$ cat src/rtl/clk_monitor_pkg.sv
// Shared types and helpers for the clk_monitor divided-clock checker.
package clk_monitor_pkg;

  localparam int CNT_W_DEFAULT = 16;

  typedef enum logic {
    IDLE    = 1'b0,
    MEASURE = 1'b1
  } state_t;

  function automatic logic [31:0] sat_inc(input logic [31:0] value, input logic [31:0] limit);
    return (value >= limit) ? limit : value + 32'd1;
  endfunction

endpackage

$ cat src/rtl/clk_edge_sync.sv
// Brings an asynchronous clock into the local domain and flags its edges.
module clk_edge_sync (
  input  logic clk_100M,
  input  logic rst_n,
  input  logic clk_in,
  output logic rise,
  output logic fall
);

  logic s1_reg;
  logic s2_reg;
  logic s3_reg;

  always_ff @(posedge clk_100M) begin
    if (!rst_n) begin
      s1_reg <= 1'b0;
      s2_reg <= 1'b0;
      s3_reg <= 1'b0;
    end else begin
      s1_reg <= clk_in;
      s2_reg <= s1_reg;
      s3_reg <= s2_reg;
    end
  end

  assign rise = s2_reg & ~s3_reg;
  assign fall = ~s2_reg & s3_reg;

endmodule

$ cat src/rtl/clk_monitor.sv
// Measures period and high time of a divided clock; flags frequency, stuck and overrun.
// Optional duty-cycle check is built when DUTY_CHECK_EN is defined.
module clk_monitor
  import clk_monitor_pkg::*;
#(
  parameter int CNT_W      = CNT_W_DEFAULT,
  parameter int EXP_PERIOD = 102,
  parameter int TOL        = 2,
  parameter int TIMEOUT    = 1000
) (
  input  logic             clk_100M,
  input  logic             rst_n,
  input  logic             clk_in,
  output logic [CNT_W-1:0] period,
  output logic [CNT_W-1:0] high_time,
  output logic             meas_valid,
  input  logic             meas_ready,
  output logic             overrun,
  output logic             freq_ok,
  output logic             stuck,
  output logic             duty_ok
);

  localparam logic [CNT_W-1:0] TIMEOUT_C = CNT_W'(TIMEOUT);
  localparam logic [CNT_W-1:0] PER_LO    = CNT_W'(EXP_PERIOD - TOL);
  localparam logic [CNT_W-1:0] PER_HI    = CNT_W'(EXP_PERIOD + TOL);

  logic rise;
  logic fall;

  clk_edge_sync u_sync (
    .clk_100M (clk_100M),
    .rst_n    (rst_n),
    .clk_in   (clk_in),
    .rise     (rise),
    .fall     (fall)
  );

  state_t           state_reg, state_next;
  logic [CNT_W-1:0] cnt_reg, cnt_next, cnt_inc;
  logic [CNT_W-1:0] high_tmp_reg, high_tmp_next;
  logic [CNT_W-1:0] period_reg, period_next;
  logic [CNT_W-1:0] high_reg, high_next;
  logic             valid_reg, valid_next;
  logic             overrun_reg, overrun_next;
  logic             freq_ok_reg, freq_ok_next;
  logic             stuck_reg, stuck_next;
  logic             meas_take;
  logic             stuck_set;

  always_ff @(posedge clk_100M) begin
    if (!rst_n) begin
      state_reg    <= IDLE;
      cnt_reg      <= '0;
      high_tmp_reg <= '0;
      period_reg   <= '0;
      high_reg     <= '0;
      valid_reg    <= 1'b0;
      overrun_reg  <= 1'b0;
      freq_ok_reg  <= 1'b0;
      stuck_reg    <= 1'b0;
    end else begin
      state_reg    <= state_next;
      cnt_reg      <= cnt_next;
      high_tmp_reg <= high_tmp_next;
      period_reg   <= period_next;
      high_reg     <= high_next;
      valid_reg    <= valid_next;
      overrun_reg  <= overrun_next;
      freq_ok_reg  <= freq_ok_next;
      stuck_reg    <= stuck_next;
    end
  end

  always_comb begin
    state_next    = state_reg;
    cnt_next      = cnt_reg;
    high_tmp_next = high_tmp_reg;
    period_next   = period_reg;
    high_next     = high_reg;
    valid_next    = valid_reg;
    overrun_next  = overrun_reg;
    freq_ok_next  = freq_ok_reg;
    stuck_next    = stuck_reg;
    meas_take     = 1'b0;
    stuck_set     = 1'b0;
    cnt_inc       = CNT_W'(sat_inc(32'(cnt_reg), 32'(TIMEOUT_C)));

    // A new measurement in the same cycle overrides the handshake clear below.
    if (valid_reg && meas_ready) valid_next = 1'b0;

    case (state_reg)
      IDLE: begin
        if (rise) begin
          state_next = MEASURE;
          cnt_next   = {{(CNT_W-1){1'b0}}, 1'b1};
          stuck_next = 1'b0;
        end else if (cnt_reg == TIMEOUT_C) begin
          stuck_set = 1'b1;
          cnt_next  = '0;
        end else begin
          cnt_next = cnt_inc;
        end
      end
      MEASURE: begin
        if (rise) begin
          meas_take    = 1'b1;
          period_next  = cnt_reg;
          high_next    = high_tmp_reg;
          valid_next   = 1'b1;
          freq_ok_next = (cnt_reg >= PER_LO) && (cnt_reg <= PER_HI);
          if (valid_reg && !meas_ready) overrun_next = 1'b1;
          cnt_next     = {{(CNT_W-1){1'b0}}, 1'b1};
          stuck_next   = 1'b0;
        end else if (cnt_reg == TIMEOUT_C) begin
          stuck_set  = 1'b1;
          state_next = IDLE;
          cnt_next   = '0;
        end else begin
          cnt_next = cnt_inc;
          if (fall) high_tmp_next = cnt_reg;
        end
      end
      default: state_next = IDLE;
    endcase

    if (stuck_set) begin
      stuck_next   = 1'b1;
      freq_ok_next = 1'b0;
    end
  end

`ifdef DUTY_CHECK_EN
  localparam logic signed [CNT_W+1:0] DUTY_LIM = (CNT_W+2)'(2 * TOL);

  logic                    duty_ok_reg, duty_ok_next;
  logic signed [CNT_W+1:0] duty_diff;
  logic signed [CNT_W+1:0] duty_abs;

  always_comb begin
    duty_diff    = $signed({1'b0, high_tmp_reg, 1'b0}) - $signed({2'b00, cnt_reg});
    duty_abs     = (duty_diff < 0) ? -duty_diff : duty_diff;
    duty_ok_next = duty_ok_reg;
    if (meas_take)      duty_ok_next = (duty_abs <= DUTY_LIM);
    else if (stuck_set) duty_ok_next = 1'b0;
  end

  always_ff @(posedge clk_100M) begin
    if (!rst_n) duty_ok_reg <= 1'b0;
    else        duty_ok_reg <= duty_ok_next;
  end

  assign duty_ok = duty_ok_reg;
`else
  assign duty_ok = 1'b0;
`endif

  assign period     = period_reg;
  assign high_time  = high_reg;
  assign meas_valid = valid_reg;
  assign overrun    = overrun_reg;
  assign freq_ok    = freq_ok_reg;
  assign stuck      = stuck_reg;

endmodule
$ cat config.mk
export PLATFORM = sky130hd
export DESIGN_NAME = clk_monitor
export DESIGN_NICKNAME = d
export VERILOG_FILES = /design/src/rtl/clk_monitor_pkg.sv /design/src/rtl/clk_edge_sync.sv /design/src/rtl/clk_monitor.sv
export SDC_FILE = /design/constraint.sdc
export NUM_CORES = 1
export LEC_CHECK = 0
export CORE_ASPECT_RATIO = 0.6
export CORE_MARGIN = 2
export CORE_UTILIZATION = 50
export DETAILED_ROUTE_END_ITERATION = 8
export PLACE_DENSITY = 0.74
export SYNTH_ARGS = -nofsm -noshare
export SYNTH_HDL_FRONTEND = slang
export SYNTH_SLANG_ARGS = --single-unit
$ cat constraint.sdc
create_clock -name clk_100M -period 2.07 [get_ports clk_100M]
set_input_delay 0.414 -clock clk_100M [delete_from_list [all_inputs] [get_ports clk_100M]]
set_output_delay 0.414 -clock clk_100M [all_outputs]
set_load 0.01 [all_outputs]
; Yosys cells after proc, flatten, opt, wreduce, memory -nomap -nowiden
; Cells that the tools add are included.
[word_totals]
in_bits = 4
register_bits = 72
out_inout_bits = 37
[op_classes]
n_eq_ne = 1
n_reduce_logical = 11
order_cmp = 3
muxes = 14
n_addsub = 1
bitwise_logic = 8
[op_table]
columns = cell, n
row1 = $add A16 B1 Y16 const B, 1
row2 = $eq A16 B10 Y1 const B, 1
row3 = $ge A16 B10 Y1 const B, 1
row4 = $ge A16 B7 Y1 const B, 1
row5 = $le A16 B7 Y1 const B, 1
row6 = $mux W1, 12
row7 = $mux W10, 1
row8 = $not A1 Y1, 6
row9 = $reduce_and A4 Y1, 1
row10 = $reduce_or A4 Y1, 1
row11 = $logic_and A1 B1 Y1, 3
row12 = $reduce_and A3 Y1, 1
row13 = $reduce_or A3 Y1, 1
row14 = $and A1 B1 Y1, 2
row15 = $pmux W1 S2, 1
row16 = $reduce_and A2 Y1, 1
row17 = $reduce_bool A2 Y1, 1
row18 = $reduce_or A2 Y1, 1
row19 = $logic_not A1 Y1, 1

; Logic depth before layout (Yosys ltp)
; Gate-level depths: netlist (run 1).
[depth]
depth_word = 4
ltp_mapped = 8

; Cells and area by module
; Synthesis (run 1) repeated with hierarchy kept, for this count alone.
[hier_totals]
cells_unflattened = 310
hier_area_um2 = 2758.9
[by_module_without_submodules]
columns = module, area_per_inst_um2, seq_area_each_um2, cells_each, instances
row1 = clk_monitor, 2667.6, 1381.3, 302, 1
row2 = clk_edge_sync, 91.3, 60.1, 8, 1

; Least setup slack after synthesis (run 1)
; Ideal clock, no wire load.
[synth_timing]
kind = reg-to-reg
start = register cnt_reg[0]
end = register high_tmp_reg[10]
path_buffers = 2
stages_incl_launch_ff = 9
required_time_ns = 1.998
setup_slack_ns = 0.412
setup_ns = 0.072
period_less_slack_ns = 1.658
arrival_time_ns = 1.586
cell_sequence = dfxtp_1 -> inv_1 -> ha_1 -> and4bb_2 -> nand4_2 -> and4b_1 -> buf_6 -> buf_12 -> mux2i_1
[synth_via]
elab_chain_cells = 3
[synth_rtl]
columns = element, line
row1 = "start, declared", clk_monitor.sv:40  ; logic [CNT_W-1:0] cnt_reg, cnt_next, cnt_inc;
row2 = "start signal, assigned", clk_monitor.sv:64  ; cnt_reg <= cnt_next;
row3 = $eq A16 B10 Y1, clk_monitor.sv:115  ; end else if (cnt_reg == TIMEOUT_C) begin
row4 = $not A1 Y1 (no line), -
row5 = $reduce_and A4 Y1 (no line), -
row6 = "end signal, assigned", clk_monitor.sv:65  ; high_tmp_reg <= high_tmp_next;
row7 = "end, declared", clk_monitor.sv:41  ; logic [CNT_W-1:0] high_tmp_reg, high_tmp_next;
; No other way between the ends.
; A chain may end at the register's enable or synchronous reset.

; Worst setup path in the final report (run 1)
[layout_timing]
start = register cnt_reg[0]
end = register high_tmp_reg[9]
; Same word-level chain as after synthesis.

==> results of run 1 <==
## routing by layer
layer	wire length [um]	vias to the layer above	global-route usage, %	part of all wire (%)
met4	78	0	5.09	1.4
met5	0	-	0	0
met1	2850	975	27.0	50
met3	443	11	8.39	7.8
met2	2330	69	29.0	41
li1	-	1090	-	-
## where the power goes
group | internal [mW] | switching, mW
combinational | 0.0433 | 0.0560
clock | 0.717 | 0.512
sequential | 1.41 | 0.0238
total | 2.17 | 0.592
## critical path: cells and delay by family (launching register included)
kind / cells / cell delay [ns]
fa+ha+maj: 1 / 0.20
buf+inv: 2 / 0.27
flops: 1 / 0.42
mux: 1 / 0.21
simple gates: 3 / 0.61
## cell families (layout without fill, tap and decap cells)
logic type | after synthesis | after routing
AND/OR/NAND/NOR | 136 | 136
flip-flops | 72 | 72
AO/OA/AOI/OAI | 49 | 49
buffers and inverters | 30 | 68
multiplexers | 16 | 16
XOR/XNOR | 7 | 7
adder cells (fa/ha/maj) | 2 | 2
other | 1 | 7
## per-stage QoR
step	power (mW)	cells	hold slack, ns	setup slack (ns)
2_1_floorplan	1.53	319	0.412	0.412
3_3_place_gp	1.56	410	0.417	0.423
3_5_place_dp	1.56	410	0.424	0.307
4_1_cts	2.78	426	0.356	0.296
5_1_grt	2.85	426	0.383	0.158
6_report	2.76	426	0.364	0.295
## final cells by class
cell class / count / area [um^2] / share of cell area, %
repair buffers: 46 / 463 / 13.3
flip-flops and latches: 72 / 1440 / 41.5
inverters: 6 / 22.5 / 0.648
well taps: 69 / 86.3 / 2.48
clock inverters: 4 / 76.3 / 2.20
clock buffers: 12 / 145 / 4.18
multi-input cells: 217 / 1240 / 35.7
## synthesized netlist by cell type (all sizes together)
library cell,instances
nand3,6
o21ai,1
o22ai,1
o21a,1
buf,10
nor2,9
a21oi,7
xor2,3
nor3,1
a21boi,35
mux2i,16
dfxtp,72
and4b,1
and2,3
and2b,1
a211oi,1
nand2b,2
nand4b,1
and4,2
nand4,4
conb,1
a31oi,1
inv,6
and4bb,1
ha,2
and3,1
o211a,1
nor4,1
o2111ai,1
xnor2,4
or2,2
nor3b,1
nand2,100
clkbuf,14
## path summary, 6_finish.rpt
kind / cells after the start / slack [ns] / startpoint / endpoint
worst min register to register: 1 / 0.44 / u_sync.s1_reg$_SDFF_PN0_ / u_sync.s2_reg$_SDFF_PN0_
worst max-delay path: 7 / 0.29 / cnt_reg[0]$_SDFF_PN0_ / high_tmp_reg[9]$_SDFFE_PN0P_
worst min-delay path: 3 / 0.36 / rst_n / stuck$_SDFFE_PN0P_
worst max register to register: 7 / 0.29 / cnt_reg[0]$_SDFF_PN0_ / high_tmp_reg[9]$_SDFFE_PN0P_
==> reports/results.txt, run 1 <==
max incr delay on CP: 0.42 ns
Pleak: 1.20 nW
area of the core: 0.00549 mm^2
Fin Setup TNS: 0 ns
crit-path cells: inv_1 -> ha_1 -> and4bb_2 -> nand4_2 -> and4b_1 -> buf_12 -> mux2i_1
Post-Route WL: 5700 um
Die Wd: 101 um
fin util: 63.3%
remaining antenna violation count: 0
DRC: 0
detailed-router iteration count before antenna repair: 4
outcome: completed
mux share of post-synthesis cell area: 5.70%
post-route design area: 0.00348 mm^2
initial antenna violation count: 0
Total Nets Final: 358
Adder-Cell Fraction of Synth Area: 0.891%
crit path kind: reg2reg
Crit. End Element: flop
Placement Cell Area: 0.00325 mm^2
number of global-route vias before repair: 1,931
initial core utilization: 51.1%
root buffer cell: clkbuf_8
largest net degree at the start of global routing: 39
Syn Inst Count: 313
clk sink count: 72
# fillers: 465
# diodes: 0
die height: 62.0 um
vias: 2,145
area of the mapped netlist: 0.00281 mm^2
CTS clock-pin slew for the worst setup and hold paths: 0.08 ns
fin. max-slew vios: 0
HPWL after detailed placement: 3910 um
number of port buffers: 39
ranking of synthesized cells by area: dfxtp_1, nand2_1, a21boi_0, mux2i_1, clkbuf_1
DRT iter0 DRCs: 161
area share of xor/xnor cells in the synthesized design: 2.18%
post-synth cell types: 39
largest family of logic cells by synthesized area: simple AND/OR/NAND/NOR gates
RSZ-0062 raised after global routing: no
Overflow after GRT: 0
global-route wire length before repair: 9260 um
hold buffer count at cts: 0
Area growth syn-to-layout: 23.8%
slowest stage cell, crit path: dfxtp_1
Critical Path AT: 2.05 ns
Final Critical Period: 1.78 ns
final setup fails: 0
die area: 0.00625 mm^2
commonest non-fill, non-tap cell in the layout: nand2_1
simple-gate portion of the synthesized area: 22.0%
CTS resizes: 0
H-tree depth: 3
Seq cells post-synth: 72
commonest cells after routing, fill and taps aside: nand2_1, dfxtp_1, clkdlybuf4s50_1, a21boi_0, mux2i_1
final hold vios: 0
number of placed I/O pins: 41
WP data required: 2.35 ns
postcts setup bufs: 0
sequential fraction of the synthesis area: 51.3%
largest area contributor in the netlist: dfxtp_1
Startpoint Class: flop
area share of the largest cell type after synthesis: 51.3%
vias per inst: 5.04
compound-gate portion of the synthesized area: 12.4%
final worst-path cycle share: 85.8%
power per cell area: 793 mW/mm^2
Synth Area per Inst: 8.97 um^2
Hold Crit Class: in2reg
GRT Resource Usage Total: 19.7%
Max VDD drop: 0.383 mV
Rows: 21
worst-case clock buffer depth: 2
Routed wire per std cell: 13.4 um
Worst-Skew Late Latency: 0.35 ns
share of cells above drive strength 1: 8.40%
gp weighted congestion: 0.862
TritonCTS clock tree: yes
crit-path max FO: 16
Synth Warn #: 0
MaxCap Viol Count: 0
Clock Skew: 0.00929 ns
Fmax: 0.563 GHz
CTS Buf Count: 9
No activity file was read; power rests on OpenSTA's default activity.
==> inputs of run 2 (changes only) <==
- CORE_UTILIZATION: 50 -> 40
- PLACE_DENSITY: 0.74 -> default
- SLEW_MARGIN: default -> 25
==> reports/results.txt, run 2 (synthesis gave the netlist of run 1 again) <==
Post-Route WL: 6020 um (+5.5%)
TritonCTS clock tree: yes
Worst-Skew Late Latency: 0.33 ns (-0.02 ns)
global-route wire length before repair: 9720 um (+5.0%)
Worst Reg-to-Reg Cells: 7 (unchanged)
GRT Resource Usage Total: 16.8% (-2.9 points)
number of port buffers: 39 (unchanged)
vias: 2,116 (-1.4%)
gp weighted congestion: 0.805 (-6.6%)
area of the core: 0.00673 mm^2 (+23%)
Placement Cell Area: 0.00326 mm^2 (+0.31%)
CTS clock-pin slew for the worst setup and hold paths: 0.06 ns (-0.02 ns)
clk sink count: 72 (unchanged)
# fillers: 647 (+39%)
worst hold stages: 1 (-2)
root buffer cell: clkbuf_16
worst hold endpoint: u_sync.s2_reg$_SDFF_PN0_
RSZ-0062 raised after global routing: no
# diodes: 0 (unchanged)
Hold Crit Class: reg2reg
DRC: 0 (unchanged)
initial antenna violation count: 0 (unchanged)
detailed-router iteration count before antenna repair: 4 (unchanged)
Clock Skew: 0.00731 ns (-0.00199 ns)
crit-path max FO: 16 (unchanged)
Hold Crit Start: u_sync.s1_reg$_SDFF_PN0_
HPWL after detailed placement: 4030 um (+3.1%)
Crit. End Element: flop
Int Power: 2.45 mW (+13%)
postcts setup bufs: 0 (unchanged)
r2r endpoint: high_tmp_reg[11]$_SDFFE_PN0P_
final hold vios: 0 (unchanged)
die area: 0.00773 mm^2 (+24%)
Fin Setup TNS: 0 ns (unchanged)
worst-case clock buffer depth: 2 (unchanged)
post-route design area: 0.00356 mm^2 (+2.6%)
Routed wire per std cell: 13.5 um (+1.2%)
commonest non-fill, non-tap cell in the layout: nand2_1
Overflow after GRT: 0 (unchanged)
Area growth syn-to-layout: 27.0%
hold buffer count at cts: 0 (unchanged)
switching power: 639 uW (+7.8%)
clock share of power: 50.3% (+5.7 points)
final setup fails: 0 (unchanged)
H-tree depth: 3 (unchanged)
fin. max-slew vios: 0 (unchanged)
crit path kind: reg2reg
power per cell area: 865 mW/mm^2 (+9.0%)
Slew headroom: 52.6%
actual transition at the worst max-transition pin: 0.712 ns
initial core utilization: 41.7% (-9.4 points)
Die Wd: 112 um (+11%)
Critical Path AT: 2.05 ns (about the same)
largest net degree at the start of global routing: 38 (-2.6%)
vias per inst: 4.77 (-5.4%)
fin util: 52.9% (-10 points)
remaining antenna violation count: 0 (unchanged)
dpl cells: 428 (+4.4%)
Total Nets Final: 358 (unchanged)
share of cells above drive strength 1: 8.40% (unchanged)
Switching Share: 20.7% (-0.77 points)
number of global-route vias before repair: 1,884 (-2.4%)
DRT iter0 DRCs: 58 (-64%)
final std cells w/o fill: 444 (+4.2%)
Fmax: 0.560 GHz (-0.66%)
Critical R2R Launch: cnt_reg[0]$_SDFF_PN0_
Rows: 23 (+9.5%)
WP data required: 2.33 ns (-0.02 ns)
Pleak: 1.24 nW (+3.1%)
MaxCap Viol Count: 0 (unchanged)
combinational share of power: 3.2% (-0.4 points)
outcome: completed
die height: 68.9 um (+11%)
sequential share of power: 46.5% (-5.3 points)
total power: 3.08 mW (+12%)
Max VDD drop: 0.607 mV (+58%)
flop2flop setup slack: 0.28 ns (about the same)
commonest cells after routing, fill and taps aside: nand2_1, dfxtp_1, clkdlybuf4s50_1, a21boi_0, mux2i_1
CTS resizes: 0 (unchanged)
CTS Buf Count: 9 (unchanged)
Final Critical Period: 1.79 ns (+0.0118 ns)
final worst-path cycle share: 86.3% (+0.57 points)
number of placed I/O pins: 41 (unchanged)
Startpoint Class: flop
## run 2: cell count changes in the layout (fill, tap and decap cells not counted), sizes merged
cell,change
clkbuf,+1
bufinv,-1
clkinv,+2
clkinvlp,-1
inv,-1
## run 2: per-stage QoR
step / hold slack, ns / worst slack (ns)
6_report: 0.438 / 0.283
3_5_place_dp: 0.427 / 0.306
5_1_grt: 0.459 / 0.171
4_1_cts: 0.439 / 0.282
3_3_place_gp: 0.415 / 0.411
2_1_floorplan: 0.412 / 0.412
## run 2: final cells by class
type | instances | area (um^2) | share of cell area (%)
flip-flops and latches | 72 | 1440 | 40.4
multi-input cells | 217 | 1240 | 34.8
repair buffers | 46 | 450 | 12.6
clock buffers | 13 | 260 | 7.30
well taps | 87 | 109 | 3.05
clock inverters | 3 | 40.0 | 1.12
inverters | 6 | 22.5 | 0.632
## run 2: per-layer routing
layer / up-vias / share of wire, % / global-route usage [%]
met5: - / 0 / 0
met4: 0 / 1.7 / 7.77
met3: 9 / 5.9 / 6.82
met2: 55 / 37 / 22.4
met1: 958 / 55 / 23.4
li1: 1094 / - / -
## run 2: worst max-delay path, stage by stage (launching register included)
cell,delay [ns]
dfxtp_1,0.41
inv_1,0.10
ha_1,0.20
and4bb_2,0.22
nand4_2,0.14
and4b_1,0.26
buf_12,0.18
mux2i_1,0.20
## run 2: power groups by stage
stage               registers (mW)  logic [mW]  clock network [mW]
floorplan                     1.45      0.0786                   0
finish                        1.43      0.0994                1.55
global route                  1.44       0.110                1.65
global placement              1.46      0.0984                   0
detailed placement            1.46      0.0985                   0
CTS                           1.43      0.0989                1.59
## run 2: how the worst max path moves through the flow
stage / start / end / slack (ns) / depth (start not counted)
2_1_floorplan: cnt_reg[0]$_SDFF_PN0_ / high_tmp_reg[10]$_SDFFE_PN0P_ / 0.41 / 8
3_3_place_gp: cnt_reg[0]$_SDFF_PN0_ / high_tmp_reg[12]$_SDFFE_PN0P_ / 0.41 / 7
3_5_place_dp: cnt_reg[0]$_SDFF_PN0_ / high_tmp_reg[11]$_SDFFE_PN0P_ / 0.31 / 7
4_1_cts: cnt_reg[0]$_SDFF_PN0_ / high_tmp_reg[11]$_SDFFE_PN0P_ / 0.28 / 7
5_1_grt: cnt_reg[0]$_SDFF_PN0_ / high_tmp_reg[9]$_SDFFE_PN0P_ / 0.17 / 7
6_report: cnt_reg[0]$_SDFF_PN0_ / high_tmp_reg[11]$_SDFFE_PN0P_ / 0.28 / 7
